<file path="config.mk">
export PLATFORM = sky130hd
export DESIGN_NAME = serial_subtractor_flat
export DESIGN_NICKNAME = d
export VERILOG_FILES = /design/src/rtl/serial_subtractor_pkg.sv /design/src/rtl/serial_subtractor_if.sv /design/src/rtl/serial_subtractor_full_adder.sv /design/src/rtl/serial_subtractor.sv /design/src/flat_wrapper.sv
export SDC_FILE = /design/constraint.sdc
export NUM_CORES = 1
export LEC_CHECK = 0
export ABC_AREA = 1
export CAP_MARGIN = 5
export CELL_PAD_IN_SITES_DETAIL_PLACEMENT = 1
export CELL_PAD_IN_SITES_GLOBAL_PLACEMENT = 2
export CORE_MARGIN = 1.5
export CORE_UTILIZATION = 32
export CTS_CLUSTER_DIAMETER = 30
export CTS_CLUSTER_SIZE = 28
export DETAILED_ROUTE_END_ITERATION = 6
export PLACE_DENSITY = 0.93
export SLEW_MARGIN = 40
export SYNTH_ARGS = -nofsm -noshare
export SYNTH_HDL_FRONTEND = slang
export SYNTH_SLANG_ARGS = --single-unit
</file>
<file path="constraint.sdc">
create_clock -name clk -period 2.37 [get_ports clk]
set_input_delay 0.237 -clock clk [delete_from_list [all_inputs] [get_ports clk]]
set_output_delay 0.237 -clock clk [all_outputs]
set_load 0.01 [all_outputs]
</file>
<file path="src/rtl/serial_subtractor_pkg.sv">
// serial_subtractor_pkg
//   Shared definitions for the bit-serial subtractor:
//   - FSM state encodings (IDLE, SHIFT, DONE)
//   - cnt_width(): width of the bit counter, clog2(w+1)
package serial_subtractor_pkg;

    localparam logic [1:0] IDLE  = 2'd0;
    localparam logic [1:0] SHIFT = 2'd1;
    localparam logic [1:0] DONE  = 2'd2;

    // Smallest r with 2**r >= w+1, so the counter can represent 0..w.
    function automatic int unsigned cnt_width(input int unsigned w);
        int unsigned r;
        r = 0;
        while ((64'd1 << r) < (64'(w) + 64'd1)) begin
            r = r + 1;
        end
        return r;
    endfunction

endpackage

</file>
<file path="src/rtl/serial_subtractor_if.sv">
// serial_subtractor_if
//   Handshake and operand/result bundle of the bit-serial subtractor.
//   start, a, b            : request and operands (controller -> subtractor)
//   busy, done, diff, borrow: status and result   (subtractor -> controller)
//   Modports: master = controlling logic, slave = subtractor.
interface serial_subtractor_if #(
    parameter int WIDTH = 8
);

    logic             start;
    logic [WIDTH-1:0] a;
    logic [WIDTH-1:0] b;
    logic             busy;
    logic             done;
    logic [WIDTH-1:0] diff;
    logic             borrow;

    modport master (
        output start, a, b,
        input  busy, done, diff, borrow
    );

    modport slave (
        input  start, a, b,
        output busy, done, diff, borrow
    );

endinterface

</file>
<file path="src/rtl/serial_subtractor_full_adder.sv">
// full_adder
//   Single-bit combinational full adder.
//   a, b, ci : addend bits and carry in
//   so       : sum out
//   co       : carry out (majority of a, b, ci)
module full_adder (
    input  logic a,
    input  logic b,
    input  logic ci,
    output logic so,
    output logic co
);

    assign so = a ^ b ^ ci;
    assign co = (a & b) | (a & ci) | (b & ci);

endmodule

</file>
<file path="src/rtl/serial_subtractor.sv">
// serial_subtractor
//   Bit-serial WIDTH-bit subtractor, diff = a - b, LSB first, one bit per
//   clock through a single full adder computing a + ~b + 1.
//   clk    : rising-edge clock
//   rst_n  : asynchronous active-low reset
//   bus    : slave side of serial_subtractor_if
//            start (sampled in IDLE), a/b (captured on accepted start),
//            busy (SHIFT or DONE), done (one-cycle result-valid pulse),
//            diff (a - b mod 2**WIDTH), borrow (a < b unsigned)
module serial_subtractor
    import serial_subtractor_pkg::*;
#(
    parameter int WIDTH = 8
) (
    input  logic                 clk,
    input  logic                 rst_n,
    serial_subtractor_if.slave   bus
);

    localparam int unsigned CNT_W = cnt_width(WIDTH);

    logic [1:0]       state;
    logic [WIDTH-1:0] a_sr;
    logic [WIDTH-1:0] b_sr;
    logic [WIDTH-1:0] diff_r;
    logic [WIDTH-1:0] diff_next;
    logic             carry;
    logic             borrow_r;
    logic [CNT_W-1:0] cnt;
    logic             sum_bit;
    logic             carry_out;

    full_adder u_full_adder (
        .a  (a_sr[0]),
        .b  (~b_sr[0]),
        .ci (carry),
        .so (sum_bit),
        .co (carry_out)
    );

    // Sum bit enters at the MSB; written as shift-then-overwrite so that
    // WIDTH=1 needs no zero-width slice.
    always_comb begin
        diff_next            = diff_r >> 1;
        diff_next[WIDTH-1]   = sum_bit;
    end

    always_ff @(posedge clk or negedge rst_n) begin
        if (!rst_n) begin
            state    <= IDLE;
            a_sr     <= '0;
            b_sr     <= '0;
            diff_r   <= '0;
            carry    <= 1'b0;
            borrow_r <= 1'b0;
            cnt      <= '0;
        end else begin
            case (state)
                IDLE: begin
                    if (bus.start) begin
                        a_sr  <= bus.a;
                        b_sr  <= bus.b;
                        carry <= 1'b1;
                        cnt   <= '0;
                        state <= SHIFT;
                    end
                end
                SHIFT: begin
                    a_sr   <= a_sr >> 1;
                    b_sr   <= b_sr >> 1;
                    diff_r <= diff_next;
                    carry  <= carry_out;
                    cnt    <= cnt + 1'b1;
                    if (cnt == CNT_W'(WIDTH - 1)) begin
                        // No carry out of the MSB of a + ~b + 1 means a < b.
                        borrow_r <= ~carry_out;
                        state    <= DONE;
                    end
                end
                DONE: begin
                    state <= IDLE;
                end
                default: begin
                    state <= IDLE;
                end
            endcase
        end
    end

    assign bus.busy   = (state == SHIFT) || (state == DONE);
    assign bus.done   = (state == DONE);
    assign bus.diff   = diff_r;
    assign bus.borrow = borrow_r;

endmodule

</file>
<file path="src/flat_wrapper.sv">
// flat-port wrapper written by rule: the top's interface ports become plain ports
module serial_subtractor_flat import serial_subtractor_pkg::*;
#(
    parameter int WIDTH = 8
)
  (clk, rst_n, bus_start, bus_a, bus_b, bus_busy, bus_done, bus_diff, bus_borrow);
  serial_subtractor_if #(.WIDTH(WIDTH)) bus_i ();
  input  logic clk;
  input  logic rst_n;
  input wire logic [$bits(bus_i.start)-1:0] bus_start;
  input wire logic [$bits(bus_i.a)-1:0] bus_a;
  input wire logic [$bits(bus_i.b)-1:0] bus_b;
  output wire logic [$bits(bus_i.busy)-1:0] bus_busy;
  output wire logic [$bits(bus_i.done)-1:0] bus_done;
  output wire logic [$bits(bus_i.diff)-1:0] bus_diff;
  output wire logic [$bits(bus_i.borrow)-1:0] bus_borrow;
  assign bus_i.start = bus_start;
  assign bus_i.a = bus_a;
  assign bus_i.b = bus_b;
  assign bus_busy = bus_i.busy;
  assign bus_done = bus_i.done;
  assign bus_diff = bus_i.diff;
  assign bus_borrow = bus_i.borrow;
  serial_subtractor #(.WIDTH(WIDTH)) u_core (.clk(clk), .rst_n(rst_n), .bus(bus_i));
endmodule
</file>
## Word level (Yosys, flattened, before mapping)

Cells that the tools add are included.

- $add $sub $neg: 1
- Eq/ne operators: 5
- Mux-type cells: 11
- Bitwise logic cells: 9
- Reductions and logical operators: 6

Operator list:

| kind | count |
|---|---|
| $pmux W8 S2 | 2 |
| $mux W8 | 2 |
| $pmux W4 S2 | 1 |
| $reduce_and A2 Y1 | 3 |
| $add A4 B1 Y4 const B | 1 |
| $eq A4 B3 Y1 const B | 1 |
| $mux W2 | 2 |
| $mux W4 | 1 |
| $pmux W2 S2 | 1 |
| $and A1 B1 Y1 | 3 |
| $eq A2 B1 Y1 const B | 1 |
| $eq A2 B2 Y1 const B | 1 |
| $logic_not A2 Y1 | 1 |
| $ne A2 B1 Y1 const B | 1 |
| $ne A2 B2 Y1 const B | 1 |
| $not A1 Y1 | 2 |
| $or A1 B1 Y1 | 2 |
| $pmux W1 S2 | 1 |
| $reduce_bool A2 Y1 | 1 |
| $xor A1 B1 Y1 | 2 |
| $logic_or A1 B1 Y1 | 1 |
| $mux W1 | 1 |

- Bits in registers: 32
- Input bits: 19
- Output and inout port bits: 11
- Word-level logic and storage cells: 39

## Depth between registers and ports, before layout

- Depth in word-level cells: 5
- Mapped depth: 9
- Gate-level depth less buffers: 8

## Hierarchy

A second synthesis with hierarchy kept.

- Cells, all modules: 177
- Area, all modules: 1532.7 µm²

Modules (own cells, without submodules):

| module | instances | cells each | area an instance (µm²) | seq. area each (µm²) |
|---|---|---|---|---|
| serial_subtractor | 1 | 176 | 1512.7 | 800.8 |
| full_adder | 1 | 1 | 20.0 | 0.0 |

## Worst setup path before layout

Ideal clock, no wire load.

- Kind: reg-to-reg
- Start point: reg u_core.state[0]
- End point: reg u_core.a_sr[6]
- Setup time: 124 ps
- Data arrival time: 1135 ps
- Data required time: 2246 ps
- Setup slack: 1111 ps
- Cell stages (with the launch flop): 9
- Period minus slack after synthesis: 1259 ps
- Cell sequence: dfrtp_1 -> inv_1 -> ha_1 -> inv_1 -> nand2_1 -> nand2_4 -> buf_4 -> o211ai_1 -> nand2_1

- Cells in the longest elaborated chain, start to end: 3
- Elaborated cells on any way between the ends: 6

Ends and longest elaborated chain:

| what | RTL line | text |
|---|---|---|
| start: declaration | serial_subtractor.sv:22 | `logic [1:0] state;` |
| start signal: assignment | serial_subtractor.sv:50 | `state <= IDLE;` |
| start signal: assignment | serial_subtractor.sv:65 | `state <= SHIFT;` |
| start signal: assignment | serial_subtractor.sv:77 | `state <= DONE;` |
| $eq A2 B1 Y1 or $logic_not A2 Y1 (tied branches) | serial_subtractor.sv:58 | `case (state)` |
| $reduce_bool A2 Y1 (no source line) or $ne A2 B2 Y1 (tied branches) | -- |  |
| $reduce_and A2 Y1 (no source line) | -- |  |
| end signal: assignment | serial_subtractor.sv:61 | `a_sr <= bus.a;` |
| end signal: assignment | serial_subtractor.sv:69 | `a_sr <= a_sr >> 1;` |
| end: declaration | serial_subtractor.sv:23 | `logic [WIDTH-1:0] a_sr;` |

Parallel ways exist; a longest one is shown, timed or not.
A chain may end at the register's enable or synchronous reset.

## Worst setup path in the final report

- Start point: reg u_core.state[1]
- End point: reg u_core.b_sr[3]

- Cells in the longest elaborated chain, start to end: 3
- Elaborated cells on any way between the ends: 6

Ends and longest elaborated chain:

| what | RTL line | text |
|---|---|---|
| $eq A2 B1 Y1 or $logic_not A2 Y1 (tied branches) | serial_subtractor.sv:58 |  |
| $reduce_bool A2 Y1 (no source line) or $ne A2 B2 Y1 (tied branches) | -- |  |
| $reduce_and A2 Y1 (no source line) | -- |  |
| end signal: assignment | serial_subtractor.sv:62 | `b_sr <= bus.b;` |
| end signal: assignment | serial_subtractor.sv:70 | `b_sr <= b_sr >> 1;` |
| end: declaration | serial_subtractor.sv:24 | `logic [WIDTH-1:0] b_sr;` |

Parallel ways exist; a longest one is shown, timed or not.

==> qor.txt <==
=================================================================================
GRT Util Overall ...................................................        0.148
Required time reported for the critical path endpoint ..............      2.53 ns
Sequential share of the synthesized area ...........................        0.526
Commonest cells after routing, fill and taps aside ................. 72 x sky130_fd_sc_hd__nand2_1, 32 x sky130_fd_sc_hd__dfrtp_1, 29 x sky130_fd_sc_hd__clkdlybuf4s50_1
Final count of negative-setup-slack endpoints ......................            0
Remaining Overflow, GRT ............................................            0
Slew Limit Fails ...................................................            0
Cts repair resizes .................................................            0
Beginning of the worst register-to-register path ................... u_core.state[1]
Clock Root Buffer .................................................. sky130_fd_sc_hd__clkbuf_8
Hold Path Class .................................................... input pin to async pin
Latest clock arrival within the worst-skew pair ....................      0.28 ns
Final Hold Vio Count ...............................................            0
Max-cap check violation count ......................................            0
Top cells by area in the synthesized netlist ....................... sky130_fd_sc_hd__dfrtp_1 53%, sky130_fd_sc_hd__nand2_1 18%, sky130_fd_sc_hd__o211ai_1 6.4%
Final setup skew ...................................................   0.00343 ns
Data arrival time of the critical path .............................      1.95 ns
Pwr per Cell Area .................................................. 1210 mW/mm^2
Clock network power share ..........................................        0.163
Register bit total from synthesis ..................................           32
Io pins ............................................................           30
Initial core utilization ...........................................        0.340
Cell internal power dissipation ....................................      1.39 mW
Setup slack, reg-to-reg ............................................      0.58 ns
Antenna violations before repair ...................................            0
Warnings from Yosys ................................................            0
Chip height ........................................................ 72.0 microns
Type of the worst setup path ....................................... flop to flop
Total CTS buffers ..................................................            5
Share of cells above drive strength 1 ..............................       0.0493
Dominant cell type by area after synthesis ......................... sky130_fd_sc_hd__dfrtp_1
Hold_buf cts .......................................................            0
Via count of the first global-routing pass .........................         1291
Port Buffers .......................................................           29
Transition time at the pin with the least slew margin ..............     0.718 ns
Number of vias after detailed routing ..............................         1242
Number of instances in the synthesized netlist .....................          175
Net count after synthesis ..........................................          199
Power spent charging and discharging nets ..........................       905 uW
Remaining DRCs .....................................................            0
Detail-routed via count per cell ...................................         4.87
Final Util .........................................................        0.425
RSZ-0062 raised after global routing ...............................           no
Placer's final routability congestion estimate .....................        0.707
Pin count of the biggest net entering global routing ...............           33
Worst slew slack as a fraction of its limit ........................        0.521
TritonCTS clock tree ...............................................          yes
Detailed placer's ending HPWL ...................................... 2240 microns
Summed negative setup slack over all endpoints .....................         0 ns
Portion of synthesized cell area occupied by the leading cell type .        0.526
Combinational cell fraction of total power .........................        0.427
Leak ...............................................................     0.915 nW
H-tree lvl count ...................................................            2
Detailed-route wire length per cell ................................ 12.9 microns
Final min period ...................................................      1.79 ns
Sort of element at the end of the critical path ....................         flop
Floorplan die area ................................................. 0.00518 sq mm
Post-Synthesis Cell Area ........................................... 0.00152 sq mm
Antenna Violating Nets Remaining ...................................            0
Std-Cell Core Area ................................................. 0.00447 sq mm
Sequential group share of total power ..............................        0.411
Global-route track usage on met2 ...................................        0.227
Max Clock Freq .....................................................      559 MHz
Row count ..........................................................           24
Final-stage net count ..............................................          229
Antenna cell count .................................................            0
Die X .............................................................. 72.0 microns
Wire length of the first global-routing pass ....................... 5940 microns
Post-CTS setup buffers .............................................            0
Net Sw Frac ........................................................        0.394
Final worst-path cycle share .......................................        0.755
Clock-pin slew on the worst setup and hold paths ...................      0.06 ns
1st-iter DRT viols .................................................           29
GR Layer Usage met3 ................................................       0.0347
Leading cell type in the layout, fill and taps excluded ............ sky130_fd_sc_hd__nand2_1
TritonRoute pass-1 iters ...........................................            4
Worst hold slack ...................................................     0.360 ns
Maximum resistive drop on vdd ......................................   0.000389 V
Number of sinks on the clock net ...................................           32
Length in cells of the worst reg-to-reg path .......................            5
Biggest fanout along the worst timing path .........................           23
Critical R2R Capture ............................................... u_core.b_sr[3]
Global routing met1 resource utilization ...........................        0.202
Maximum count of clock buffers along a single path .................            2
Synth unique cells .................................................           18
Most Crowded Layer GR ..............................................         met2
Post-Route WL ...................................................... 3300 microns
Syn avg cell area ..................................................   8.69 sq um
Area Growth Syn to Fin .............................................        25.0%
Result of the run .................................................. finished clean
Setup crit start kind ..............................................         flop
=================================================================================
[synth_stat cells (all sizes together)]
library cell and number:
nor2 7, buf 7, clkbuf 1, dfrtp 32, fa 1, o21ai 7
or2 11, nand2 73, a21oi 3, inv 10, ha 4, nand3 6
o211ai 13
[worst max-delay path by stage]
stage	slack (ns)	from	to	cells past startpoint
6_report	0.58	u_core.state[1]	u_core.b_sr[3]	5
5_1_grt	0.37	u_core.state[1]	u_core.b_sr[0]	7
4_1_cts	0.53	u_core.state[1]	u_core.b_sr[3]	5
3_5_place_dp	0.59	u_core.state[1]	u_core.cnt[2]	7
3_3_place_gp	0.65	u_core.state[1]	u_core.cnt[2]	7
2_1_floorplan	1.11	u_core.state[0]	u_core.a_sr[6]	8
[power by group through the flow]
stage | combinational (mW) | sequential [mW] | clock, mW
floorplan | 0.693 | 0.943 | 0
global placement | 0.970 | 0.949 | 0
detailed placement | 0.997 | 0.952 | 0
CTS | 1.01 | 0.946 | 0.395
global route | 1.14 | 0.977 | 0.409
finish | 0.980 | 0.943 | 0.374
[layout make-up]
class / count / area [sq um]
fillers: 543 / 2570
flip-flops and latches: 32 / 801
multi-input cells: 125 / 624
repair buffers: 31 / 305
clock buffers: 5 / 68.8
well taps: 52 / 65.1
inverters: 10 / 37.5
[critical path: stages (launching register included)]
cell                       delay [ns]
sky130_fd_sc_hd__dfrtp_1         0.40
sky130_fd_sc_hd__inv_1           0.08
sky130_fd_sc_hd__ha_1            0.35
sky130_fd_sc_hd__inv_1           0.41
sky130_fd_sc_hd__o211ai_1        0.31
sky130_fd_sc_hd__nand2_1         0.10
[cell families (layout without fill, tap and decap cells)]
family / count (synthesis) / after routing / share of synthesized area
and+or+nand+nor: 97 / 97 / 0.267
adders and majority gates: 5 / 5 / 0.0461
buffers and inverters: 18 / 46 / 0.0633
AOI/OAI and AO/OA: 23 / 23 / 0.0970
DFF: 32 / 32 / 0.526
[through the flow]
step	power, mW	setup WS [ns]	instance area [sq um]	std cells
floorplan	1.64	1.11	1520	175
global placement	1.92	0.646	1830	250
detailed placement	1.95	0.587	1830	250
CTS	2.35	0.527	1900	255
global route	2.53	0.369	1900	255
finish	2.30	0.580	1900	255
[flip-flops by register name, summed over array words and instances, names as in the netlist]
name               flops
u_core.a_sr            8
u_core.b_sr            8
u_core.bus.diff        8
u_core.cnt             4
u_core.state           2
u_core.bus.borrow      1
u_core.carry           1
[layer usage]
metal	up-vias	routed length, microns
met2	30	1530
met5	-	0
met1	595	1590
li1	609	-
met3	8	126
met4	0	61
Power figures use the tool's default switching activity.
